File: src/rtl/perf_counter_master_if.sv
// rtl/perf_counter_master_if.sv - command, result and Avalon-MM bundle for perf_counter_master
//
// Purpose: groups the command handshake, the READ result outputs and the
// Avalon-MM master bus of perf_counter_master into one interface.
// Modports:
//   master - the perf_counter_master side (drives cmd_ready, results, avm_* requests)
//   slave  - the command source / counter slave side (drives cmd_*, avm_readdata, avm_waitrequest)
// Signals:
//   cmd_valid, cmd_ready, cmd_op[1:0], cmd_sect     command handshake
//   result_valid, time_count[63:0], event_count[31:0] READ results
//   avm_address[2:0], avm_write, avm_read, avm_writedata[31:0],
//   avm_readdata[31:0], avm_waitrequest              counter slave bus
interface perf_counter_master_if;
  logic        cmd_valid;
  logic        cmd_ready;
  logic [1:0]  cmd_op;
  logic        cmd_sect;
  logic        result_valid;
  logic [63:0] time_count;
  logic [31:0] event_count;
  logic [2:0]  avm_address;
  logic        avm_write;
  logic        avm_read;
  logic [31:0] avm_writedata;
  logic [31:0] avm_readdata;
  logic        avm_waitrequest;

  modport master (
    input  cmd_valid, cmd_op, cmd_sect, avm_readdata, avm_waitrequest,
    output cmd_ready, result_valid, time_count, event_count,
           avm_address, avm_write, avm_read, avm_writedata
  );

  modport slave (
    output cmd_valid, cmd_op, cmd_sect, avm_readdata, avm_waitrequest,
    input  cmd_ready, result_valid, time_count, event_count,
           avm_address, avm_write, avm_read, avm_writedata
  );
endinterface

File: src/rtl/perf_counter_master.sv
// rtl/perf_counter_master.sv - sequences perf counter commands onto an Avalon-MM slave
//
// Purpose: accepts GO / STOP / CLEAR_ALL / READ commands for one of two counter
// sections and turns each into bus cycles. GO/STOP/CLEAR_ALL are single writes;
// READ is three sequential reads (time low, time high, event count) whose data
// is committed to time_count/event_count together with a one-cycle result_valid.
// Ports:
//   clk    - single clock, rising edge
//   reset  - synchronous, active-high
//   bus    - perf_counter_master_if.master (command, result and avm_* signals)
// Parameter:
//   READ_LATENCY - cycles from read acceptance to valid avm_readdata (1..4)
module perf_counter_master #(
  parameter int READ_LATENCY = 1
) (
  input  logic                          clk,
  input  logic                          reset,
  perf_counter_master_if.master         bus
);

  typedef enum logic [2:0] {IDLE, WR, RD_REQ, RD_WAIT, DONE} state_t;

  localparam logic [1:0] OP_GO    = 2'd0;
  localparam logic [1:0] OP_STOP  = 2'd1;
  localparam logic [1:0] OP_CLEAR = 2'd2;
  localparam logic [1:0] OP_READ  = 2'd3;
  localparam logic [2:0] LAT      = 3'(READ_LATENCY);

  state_t      state_q, state_d;
  logic [1:0]  op_q;
  logic        sect_q;
  logic [1:0]  rd_idx_q;
  logic [2:0]  lat_q;
  logic [31:0] sh_lo_q, sh_hi_q;
  logic [63:0] time_q;
  logic [31:0] event_q;
  logic [2:0]  base;
  logic        accept, rd_accept, capture;

  assign base = {sect_q, 2'b00};
  assign bus.time_count  = time_q;
  assign bus.event_count = event_q;

  always_comb begin
    state_d           = state_q;
    bus.cmd_ready     = 1'b0;
    bus.avm_write     = 1'b0;
    bus.avm_read      = 1'b0;
    bus.avm_address   = 3'd0;
    bus.avm_writedata = 32'd0;
    bus.result_valid  = 1'b0;
    accept            = 1'b0;
    rd_accept         = 1'b0;
    capture           = 1'b0;
    case (state_q)
      IDLE: begin
        bus.cmd_ready = 1'b1;
        if (bus.cmd_valid) begin
          accept  = 1'b1;
          state_d = (bus.cmd_op == OP_READ) ? RD_REQ : WR;
        end
      end
      WR: begin
        bus.avm_write = 1'b1;
        case (op_q)
          OP_GO:    bus.avm_address = base + 3'd1;
          OP_STOP:  bus.avm_address = base;
          OP_CLEAR: begin
            bus.avm_address   = 3'd0;
            bus.avm_writedata = 32'd1;
          end
          default:  bus.avm_address = base;
        endcase
        if (!bus.avm_waitrequest) state_d = IDLE;
      end
      RD_REQ: begin
        bus.avm_read    = 1'b1;
        bus.avm_address = base + {1'b0, rd_idx_q};
        if (!bus.avm_waitrequest) begin
          rd_accept = 1'b1;
          state_d   = RD_WAIT;
        end
      end
      RD_WAIT: begin
        // lat_q counts cycles since the read was accepted; data is valid when it reaches LAT
        if (lat_q == LAT) begin
          capture = 1'b1;
          state_d = (rd_idx_q == 2'd2) ? DONE : RD_REQ;
        end
      end
      DONE: begin
        bus.result_valid = 1'b1;
        state_d          = IDLE;
      end
      default: state_d = IDLE;
    endcase
  end

  always_ff @(posedge clk) begin
    if (reset) begin
      state_q  <= IDLE;
      op_q     <= 2'd0;
      sect_q   <= 1'b0;
      rd_idx_q <= 2'd0;
      lat_q    <= 3'd0;
      sh_lo_q  <= 32'd0;
      sh_hi_q  <= 32'd0;
      time_q   <= 64'd0;
      event_q  <= 32'd0;
    end else begin
      state_q <= state_d;
      if (accept) begin
        op_q     <= bus.cmd_op;
        sect_q   <= bus.cmd_sect;
        rd_idx_q <= 2'd0;
      end
      if (rd_accept) lat_q <= 3'd1;
      else if (state_q == RD_WAIT && !capture) lat_q <= lat_q + 3'd1;
      // Partial words go to shadows so the visible counts only change when a READ completes
      if (capture) begin
        rd_idx_q <= rd_idx_q + 2'd1;
        case (rd_idx_q)
          2'd0:    sh_lo_q <= bus.avm_readdata;
          2'd1:    sh_hi_q <= bus.avm_readdata;
          default: begin
            time_q  <= {sh_hi_q, sh_lo_q};
            event_q <= bus.avm_readdata;
          end
        endcase
      end
    end
  end

endmodule

File: src/flat_wrapper.sv
// flat-port wrapper written by rule: the top's interface ports become plain ports
module perf_counter_master_flat 
#(
  parameter int READ_LATENCY = 1
)
  (clk, reset, bus_cmd_valid, bus_cmd_op, bus_cmd_sect, bus_avm_readdata, bus_avm_waitrequest, bus_cmd_ready, bus_result_valid, bus_time_count, bus_event_count, bus_avm_address, bus_avm_write, bus_avm_read, bus_avm_writedata);
  perf_counter_master_if bus_i ();
  input  logic clk;
  input  logic reset;
  input wire logic [$bits(bus_i.cmd_valid)-1:0] bus_cmd_valid;
  input wire logic [$bits(bus_i.cmd_op)-1:0] bus_cmd_op;
  input wire logic [$bits(bus_i.cmd_sect)-1:0] bus_cmd_sect;
  input wire logic [$bits(bus_i.avm_readdata)-1:0] bus_avm_readdata;
  input wire logic [$bits(bus_i.avm_waitrequest)-1:0] bus_avm_waitrequest;
  output wire logic [$bits(bus_i.cmd_ready)-1:0] bus_cmd_ready;
  output wire logic [$bits(bus_i.result_valid)-1:0] bus_result_valid;
  output wire logic [$bits(bus_i.time_count)-1:0] bus_time_count;
  output wire logic [$bits(bus_i.event_count)-1:0] bus_event_count;
  output wire logic [$bits(bus_i.avm_address)-1:0] bus_avm_address;
  output wire logic [$bits(bus_i.avm_write)-1:0] bus_avm_write;
  output wire logic [$bits(bus_i.avm_read)-1:0] bus_avm_read;
  output wire logic [$bits(bus_i.avm_writedata)-1:0] bus_avm_writedata;
  assign bus_i.cmd_valid = bus_cmd_valid;
  assign bus_i.cmd_op = bus_cmd_op;
  assign bus_i.cmd_sect = bus_cmd_sect;
  assign bus_i.avm_readdata = bus_avm_readdata;
  assign bus_i.avm_waitrequest = bus_avm_waitrequest;
  assign bus_cmd_ready = bus_i.cmd_ready;
  assign bus_result_valid = bus_i.result_valid;
  assign bus_time_count = bus_i.time_count;
  assign bus_event_count = bus_i.event_count;
  assign bus_avm_address = bus_i.avm_address;
  assign bus_avm_write = bus_i.avm_write;
  assign bus_avm_read = bus_i.avm_read;
  assign bus_avm_writedata = bus_i.avm_writedata;
  perf_counter_master #(.READ_LATENCY(READ_LATENCY)) u_core (.clk(clk), .reset(reset), .bus(bus_i));
endmodule
File: config.mk
export PLATFORM = sky130hd
export DESIGN_NAME = perf_counter_master_flat
export DESIGN_NICKNAME = d
export VERILOG_FILES = /design/src/rtl/perf_counter_master_if.sv /design/src/rtl/perf_counter_master.sv /design/src/flat_wrapper.sv
export SDC_FILE = /design/constraint.sdc
export NUM_CORES = 1
export LEC_CHECK = 0
export CAP_MARGIN = 0
export CORE_MARGIN = 2
export CORE_UTILIZATION = 37
export CTS_CLUSTER_DIAMETER = 200
export DETAILED_ROUTE_END_ITERATION = 8
export PLACE_DENSITY = 0.72
export SYNTH_ARGS = -nofsm -noshare
export SYNTH_HDL_FRONTEND = slang
export SYNTH_SLANG_ARGS = --single-unit
File: constraint.sdc
create_clock -name clk -period 2.3 [get_ports clk]
set_clock_uncertainty 0.05 [all_clocks]
set_input_delay 0.23 -clock clk [delete_from_list [all_inputs] [get_ports clk]]
set_output_delay 0.23 -clock clk [all_outputs]
set_load 0.005 [all_outputs]
# After elaboration in Yosys (flattened, before gate mapping)
# Cells that the tools add are included.
[word_totals]
ff_bits = 171
input_bits = 39
elab_cells = 66
[classes]
addsub = 4
n_eq_ne = 13
n_mux = 25
bitwise = 1
reduce_logical = 13
[ops]
columns = ["cell", "n"]
rows = [
  ["2-to-1 mux 32 bit", 1],
  ["2-to-1 mux 3 bit", 5],
  ["2-to-1 mux 1 bit", 13],
  ["case mux 3 bit (2 select lines)", 2],
  ["case mux 3 bit (4 select lines)", 1],
  ["adder 3 x 1 -> 3 bit, second input constant", 2],
  ["equality test 2 bit, second input constant", 3],
  ["equality test 3 x 1 -> 1 bit, second input constant", 2],
  ["equality test 3 x 2 -> 1 bit, second input constant", 2],
  ["2-to-1 mux 2 bit", 3],
  ["inequality test 2 bit, second input constant", 3],
  ["AND reduction 2 bit", 3],
  ["zero test 2 bit", 2],
  ["AND reduction 4 bit", 1],
  ["nonzero test 2 bit", 2],
  ["OR reduction 2 bit", 2],
  ["adder 3 x 2 -> 3 bit", 1],
  ["equality test 3 bit, second input constant", 1],
  ["zero test 3 bit", 1],
  ["adder 2 x 1 -> 2 bit, second input constant", 1],
  ["equality test 2 x 1 -> 1 bit, second input constant", 1],
  ["inequality test 2 x 1 -> 1 bit, second input constant", 1],
  ["logical AND 1 bit", 1],
  ["zero test 1 bit", 1],
  ["NOT 1 bit", 1],
]

# Logic depth before layout (Yosys ltp)
# Gate-level depths: netlist (run 1).
[depth]
depth_word = 7
depth_mapped = 9
mapped_depth_nobuf = 6

# Worst setup path before layout (run 1)
# Ideal clock, no wire load.
[synth_timing]
path_kind = "register to register"
start = "register u_core.lat_q[0]"
end = "register u_core.time_q[25] (netlist: u_core.bus.time_count[25])"
setup_time_ps = 71
arrival_ps = 1462
t_required_ps = 2179
slack_ps = 717
path_stages_with_launch = 9
n_path_buf = 3
synth_period_minus_slack_ps = 1583
path_cell_list = "dfxtp_1 > ha_1 > nor3b_4 > and3_1 > buf_4 > buf_6 > buf_6 > nand2_1 > a21oi_1"
[synth_between]
elab_chain_len = 4
[synth_lines]
columns = ["item", "line", "text"]
rows = [
  ["from (decl)", "perf_counter_master.sv:33", "logic [2:0] lat_q;"],
  ["from (signal assigned)", "perf_counter_master.sv:118", "else if (state_q == RD_WAIT && !capture) lat_q <= lat_q + 3'd1;"],
  ["equality test 3 x 1 -> 1 bit", "perf_counter_master.sv:86", "if (lat_q == LAT) begin"],
  ["2-to-1 mux 1 bit", "perf_counter_master.sv:86", ""],
  ["2-to-1 mux 1 bit", "perf_counter_master.sv:55", "case (state_q)"],
  ["AND reduction 2 bit (no line)", "n/a", ""],
  ["to (signal assigned)", "perf_counter_master.sv:126", "time_q <= {sh_hi_q, sh_lo_q};"],
  ["to (decl)", "perf_counter_master.sv:35", "logic [63:0] time_q;"],
]
# No other way between the ends.
# A chain may end at the register's enable or synchronous reset.

# Worst setup path in the final report (run 1)
[layout_timing]
start = "register u_core.state_q[2]"
end = "output port bus_avm_address[2]"
[layout_between]
elab_chain_len = 2
[layout_lines]
columns = ["item", "line", "text"]
rows = [
  ["from (decl)", "perf_counter_master.sv:29", "state_t state_q, state_d;"],
  ["from (signal assigned)", "perf_counter_master.sv:111", "state_q <= state_d;"],
  ["equality test 3 x 2 -> 1 bit or equality test 3 x 1 -> 1 bit (tied branches)", "perf_counter_master.sv:55", ""],
  ["case mux 3 bit (2 select lines) (*)", "perf_counter_master.sv:55", ""],
  ["to (decl)", "flat_wrapper.sv:19", "output wire logic [$bits(bus_i.avm_address)-1:0] bus_avm_address;"],
]
# Every way passes the cells marked *; elsewhere a longest branch is shown, timed or not.

==> metrics.cfg, run 1 <==
[clocking]
post_cts_buffers = 0
cts_root_buffer = clkbuf_16
cts_buffers = 17
cts.sinks = 171
max-clock-path-buffers = 2
htreeDepth = 4
ctsHoldBuffers = 0
clkTransAtPathRegs_ns = 0.06
cts_tree = yes
clock_latency_ns = 0.42

[synthesis]
ys.flop_type = dfxtp_1
syn_avg_cell_area_sq_um = 7.884
async_flop_share_pct = 0
synth_cells = 817
yosysSeqAreaShare_pct = 53.15
synth-edff-count = 0
synth_area_leader_cell = dfxtp_1
syn-cell-area_sq_mm = 0.006441
synth_cell_type_count = 35
ys_ff_latch = 171
synth-warning-count = 0
synthTopCellsByArea = dfxtp_1 53%, nand2_1 19%, a21oi_1 13%
synth_top_area_share_pct = 53.15
synth_most_common_cell = nand2_1
synthTopCellsByCount = 328 x nand2_1, 171 x dfxtp_1, 165 x a21oi_1, 33 x buf_4, 31 x clkbuf_1

[global_route]
grt_pass1_vias = 4884
antenna_found_initial = 0
globalRoute.totalOverflow = 0
grt.total_usage_pct = 17.06
grt_max_degree = 64
grt_pass1_wl_mm = 24.87

[final_layout]
fin_nets = 977
drive_above_1_share_pct = 5.708
stdcell_area_sq_mm = 0.008538
multi_input_area_sq_mm = 0.002608
seq_area_sq_mm = 0.003427
area_growth_pct = 32.56
stdcell_count = 1171
final_core_util_pct = 49.71
antenna-diode-count = 0
nFillCells = 1683

[floorplan]
dieArea_sq_mm = 0.01848
fp-row-count = 48
initial_core_util_pct = 37.50
die_w_um = 135.9
boundaryPins = 174
coreArea_sq_mm = 0.01718
die_y_um = 135.9

[placed_design]
routabilityCongestion = 0.8018
dp_cells = 1139
place_area_sq_mm = 0.007920
post-place-ws_ns = 0.3426
dp_hpwl_mm = 10.34
numPortBuffers = 142

[power]
p_int_mw = 4.881
p_sw_mw = 1.312
cellPowerDensity_mw_per_mm2 = 725.3
irDropWorstVdd_mv = 0.5197
comb_power_share_pct = 4.7
clkPwrFrac_pct = 46.9
sequentialPowerShare_pct = 48.4
total_power_mw = 6.193
p_sw_share_pct = 21.19
power.leakage_nw = 2.855

[sta]
worst_pin_slew_ns = 0.6382
fmax_mhz = 466.5
fin_setup_tns_ns = 0
timing.final.crit_period_ns = 2.144
fin_ws_ns = 0.1564
timing.hold.ws_ns = 0.2513
hold_viol_final = 0
finalCritPeriodShare_pct = 93.20
final-setup-viol-count = 0
slew_headroom_pct = 57.34
rsz0062_at_grt = false
finalMaxSlewViolations = 0

[route]
drcViolationCount = 0
drt-total-wl_mm = 15.76
vias_per_cell = 4.664
antenna_left = 0
vias = 5461
post_drt_wl_per_cell_um = 13.46
first_iter_violations = 278
drt_first_pass_iters = 5

[critical_path]
required_ns = 2.02
crit_path_start_kind = flip-flop
end_kind = output port
reg2reg_from = u_core.lat_q[0]$_SDFFE_PP0P_
critical_path_class = flip-flop to output port
crit_fanout = 10
worst_ep_arrival_time_ns = 1.86
rrSetupSlack_ns = 0.35
cp-startpoint = u_core.state_q[2]$_SDFFE_PP0P_

[worst_hold_path]
hold_class = input pin to flip-flop
hold_start = reset

[run]
cap_viol_max_count = 0

[outcome]
status = completed

-- power groups by stage --
stage | Combinational (mW) | Clock [mW] | Sequential, mW
after floorplan | 0.187 | 0 | 3.05
after global placement | 0.282 | 0 | 3.06
after detailed placement | 0.283 | 0 | 3.06
after CTS | 0.286 | 2.98 | 3.00
after global routing | 0.314 | 3.11 | 3.00
final | 0.288 | 2.91 | 3.00
-- critical path, stage by stage, from the launching register on --
cell and delay, ns:
dfxtp_2 0.38, nand2b_4 0.18, nor2_2 0.12, nand2_1 0.06
a21boi_0 0.18, clkdlybuf4s50_1 0.53
-- layout by cell type, fill, tap and decap left out, drive strengths merged, types with 6 or more instances in the layout --
master / count
conb: 31
nor2: 13
nand2: 328
clkbuf: 22
clkdlybuf4s50: 141
inv: 6
a21oi: 165
buf: 15
dfxtp: 171
clkinv: 6
-- sequential cells by signal, indices dropped and copies added (netlist names) --
register and count:
u_core.bus.time_count 64, u_core.bus.event_count 32, u_core.sh_hi_q 32, u_core.sh_lo_q 32, u_core.lat_q 3, u_core.state_q 3, u_core.op_q 2, u_core.rd_idx_q 2
u_core.sect_q 1
-- routing by layer --
layer  vias to the layer above  part of all wire, %  track usage [%]
li1                       2793                    -                -
met1                      2508                   46            22.00
met2                       148                   48            27.89
met3                        12                  5.4            4.586
met4                         0                  1.0            5.266
met5                         -                    0                0
-- final cells by class --
cell class              instances  area share, %
well taps                     225          3.297
repair buffers                156          18.73
inverters                       5         0.2198
flip-flops and latches        171          40.14
multi-input cells             582          30.54
clock buffers                  22          5.437
clock inverters                10          1.641
-- worst paths after layout --
path,to,depth (start not counted)
max,bus_avm_address[2],5
min,u_core.sect_q$_SDFFE_PP0P_,2
max reg2reg,u_core.bus.time_count[59]$_SDFFE_PP0P_,6
min reg2reg,u_core.bus.time_count[39]$_SDFFE_PP0P_,2
-- cell families (layout without fill, tap and decap cells) --
family	count (synthesis)	in the layout	share of synthesized area [%]
fa+ha+maj	5	5	0.9713
mux	5	5	0.7770
xor+xnor	2	2	0.2720
compound gates	174	174	13.79
simple gates	365	365	22.51
flops	171	171	53.15
other cells	1	31	0.05822
buf+inv	94	193	8.469
-- timing repair --
item                       4_1_cts  5_1_grt
resized for setup                2        3
pin swaps                        0        0
setup endpoints to repair        1        2
(Power assumes the default switching activity.)
==> run 2, diff against run 1 <==
- GPL_TIMING_DRIVEN: unset -> 0
==> run 2 against run 1 <==
Net effect:
- combinational power grew 26%
- register-to-register slack better by 0.05 ns
- wire length is 9.5% higher
- count of clock-buffer cells in the layout rose by 1
- sequential share of layout area is 1.7 points lower
- global-route usage up 1.6 points
- non-clock buffer count up 75
- fmax shrank 1.5%
- critical path type unchanged
- largest power group is now clock
- highest routed layer unchanged
==> metrics.cfg, run 2 (same netlist as run 1, synthesis figures left out) <==
[route]
vias_per_cell = 4.612  ; -1.1%
antenna_left = 0  ; unchanged
drt-total-wl_mm = 17.26  ; +9.5%
drcViolationCount = 0  ; unchanged
drt_first_pass_iters = 4  ; -1
first_iter_violations = 297  ; +6.8%
post_drt_wl_per_cell_um = 13.85  ; +2.9%
vias = 5747  ; +5.2%

[final_layout]
final_core_util_pct = 51.84  ; +2.1 points
area_growth_pct = 38.25
antenna-diode-count = 0  ; unchanged
layout_common_cells = 327 x nand2_1, 171 x dfxtp_1, 165 x a21oi_1, 140 x clkdlybuf4s50_1, 34 x buf_4
drive_above_1_share_pct = 9.598  ; +3.9 points
largest_register_ffs = 64  ; unchanged
fin_nets = 1052  ; +7.7%
final_common_cell = nand2_1

[placed_design]
numPortBuffers = 141  ; -0.70%
dp_hpwl_mm = 12.73  ; +23%
routabilityCongestion = 0.7671  ; -4.3%

[clocking]
ctsHoldBuffers = 0  ; unchanged
htreeDepth = 4  ; unchanged
cts_tree = yes
cts.sinks = 171  ; unchanged
max-clock-path-buffers = 2  ; unchanged
clock_latency_ns = 0.42  ; about the same
cts_buffers = 17  ; unchanged
clkTransAtPathRegs_ns = 0.06  ; about the same
cts_root_buffer = clkbuf_16

[power]
irDropWorstVdd_mv = 0.5589  ; +7.5%
power.leakage_nw = 3.140  ; +10%
cellPowerDensity_mw_per_mm2 = 714.9  ; -1.4%

[global_route]
grt.total_usage_pct = 18.71  ; +1.6 points
grt_pass1_wl_mm = 26.61  ; +7.0%
globalRoute.totalOverflow = 0  ; unchanged
grt_pass1_vias = 5183  ; +6.1%
antenna_found_initial = 0  ; unchanged
grt_max_degree = 17  ; -73%

[floorplan]
dieArea_sq_mm = 0.01848  ; unchanged
fp-row-count = 48  ; unchanged
die_y_um = 135.9  ; unchanged
initial_core_util_pct = 37.50  ; unchanged
die_w_um = 135.9  ; unchanged
boundaryPins = 174  ; unchanged
coreArea_sq_mm = 0.01718  ; unchanged

[worst_hold_path]
hold_class = input pin to flip-flop

[sta]
fmax_mhz = 459.4  ; -1.5%
slew_headroom_pct = 56.84  ; -0.50 points
hold_viol_final = 0  ; unchanged
final-setup-viol-count = 0  ; unchanged
timing.final.crit_period_ns = 2.177  ; +0.03318 ns
fin_setup_tns_ns = 0  ; unchanged
worst_pin_slew_ns = 0.6457  ; +0.007503 ns
rsz0062_at_grt = false
finalMaxSlewViolations = 0  ; unchanged
finalCritPeriodShare_pct = 94.64  ; +1.4 points

[critical_path]
crit_fanout = 10  ; unchanged
worst_ep_arrival_time_ns = 1.90  ; +0.04 ns
end_kind = output port
crit_path_start_kind = flip-flop
required_ns = 2.02  ; about the same
critical_path_class = flip-flop to output port

[run]
cap_viol_max_count = 0  ; unchanged

[outcome]
status = completed

run 2: path summary, 6_finish.rpt:
| kind | slack (ns) | from | depth (start not counted) | end |
|---|---|---|---|---|
| max | 0.12 | u_core.state_q[2]$_SDFFE_PP0P_ | 6 | bus_avm_address[0] |
| min | 0.39 | bus_avm_readdata[30] | 3 | u_core.bus.event_count[30]$_SDFFE_PP0P_ |
| max reg2reg | 0.40 | u_core.lat_q[0]$_SDFFE_PP0P_ | 7 | u_core.bus.time_count[9]$_SDFFE_PP0P_ |
| min reg2reg | 0.40 | u_core.sh_lo_q[31]$_SDFFE_PP0P_ | 2 | u_core.bus.time_count[31]$_SDFFE_PP0P_ |
run 2: what timing repair did:
action,in CTS,in global routing
buffers inserted,1,0
endpoints found under the setup margin,4,3
endpoints found under the hold margin,0,0
gates resized for setup,3,6
pin swaps,1,0
run 2: power breakdown:
part | total, mW | switching [mW] | internal (mW)
Sequential | 2.99 | 0.00995 | 2.98
Combinational | 0.363 | 0.190 | 0.173
Clock | 3.02 | 1.16 | 1.86
run 2: worst max-delay path: stages, from the launching register on:
cell and delay (ns):
dfxtp_1 0.31, buf_6 0.14, nand2b_2 0.23, nor2_4 0.14, nand2_1 0.06, o21ai_1 0.07, clkdlybuf4s50_1 0.53
run 2: final cells by class:
class                           instances  area, sq um
Fill cell                            1664         8272
Sequential cell                       171         3423
Multi-Input combinational cell        582         2597
Timing Repair Buffer                  142         1421
Buffer                                 89        530.5
Clock buffer                           23        498.0
Tap cell                              225        281.5
Clock inverter                          9        133.9
Inverter                                5        18.77
run 2: layer usage:
metal  vias to the layer above  share of wire, %  wire length [um]  track usage [%]
met5                         -                 0                 0                0
met1                      2646                45              7824            24.12
li1                       2950                 -                 -                -
met2                       141                48              8316            30.67
met3                        10               5.5               943            4.810
met4                         0              0.99               171            6.019
run 2: metrics by stage:
step | instance area [sq um] | power, mW | std cells | worst slack [ns] | hold WS, ns
5_1_grt | 8905 | 6.560 | 1246 | 0.01837 | 0.3808
3_3_place_gp | 8247 | 3.399 | 1213 | 0.3023 | 0.3893
6_report | 8905 | 6.366 | 1246 | 0.1232 | 0.3889
4_1_cts | 8892 | 6.407 | 1246 | 0.0002978 | 0.3708
2_1_floorplan | 6554 | 3.238 | 847 | 0.7174 | 0.3160
3_5_place_dp | 8247 | 3.402 | 1213 | 0.2847 | 0.3930
==> run 3, diff against run 2 <==
- GPL_ROUTABILITY_DRIVEN: unset -> 0
==> results of run 3 <==
No change in the layout: final DEF, timing and power equal those of run 2.
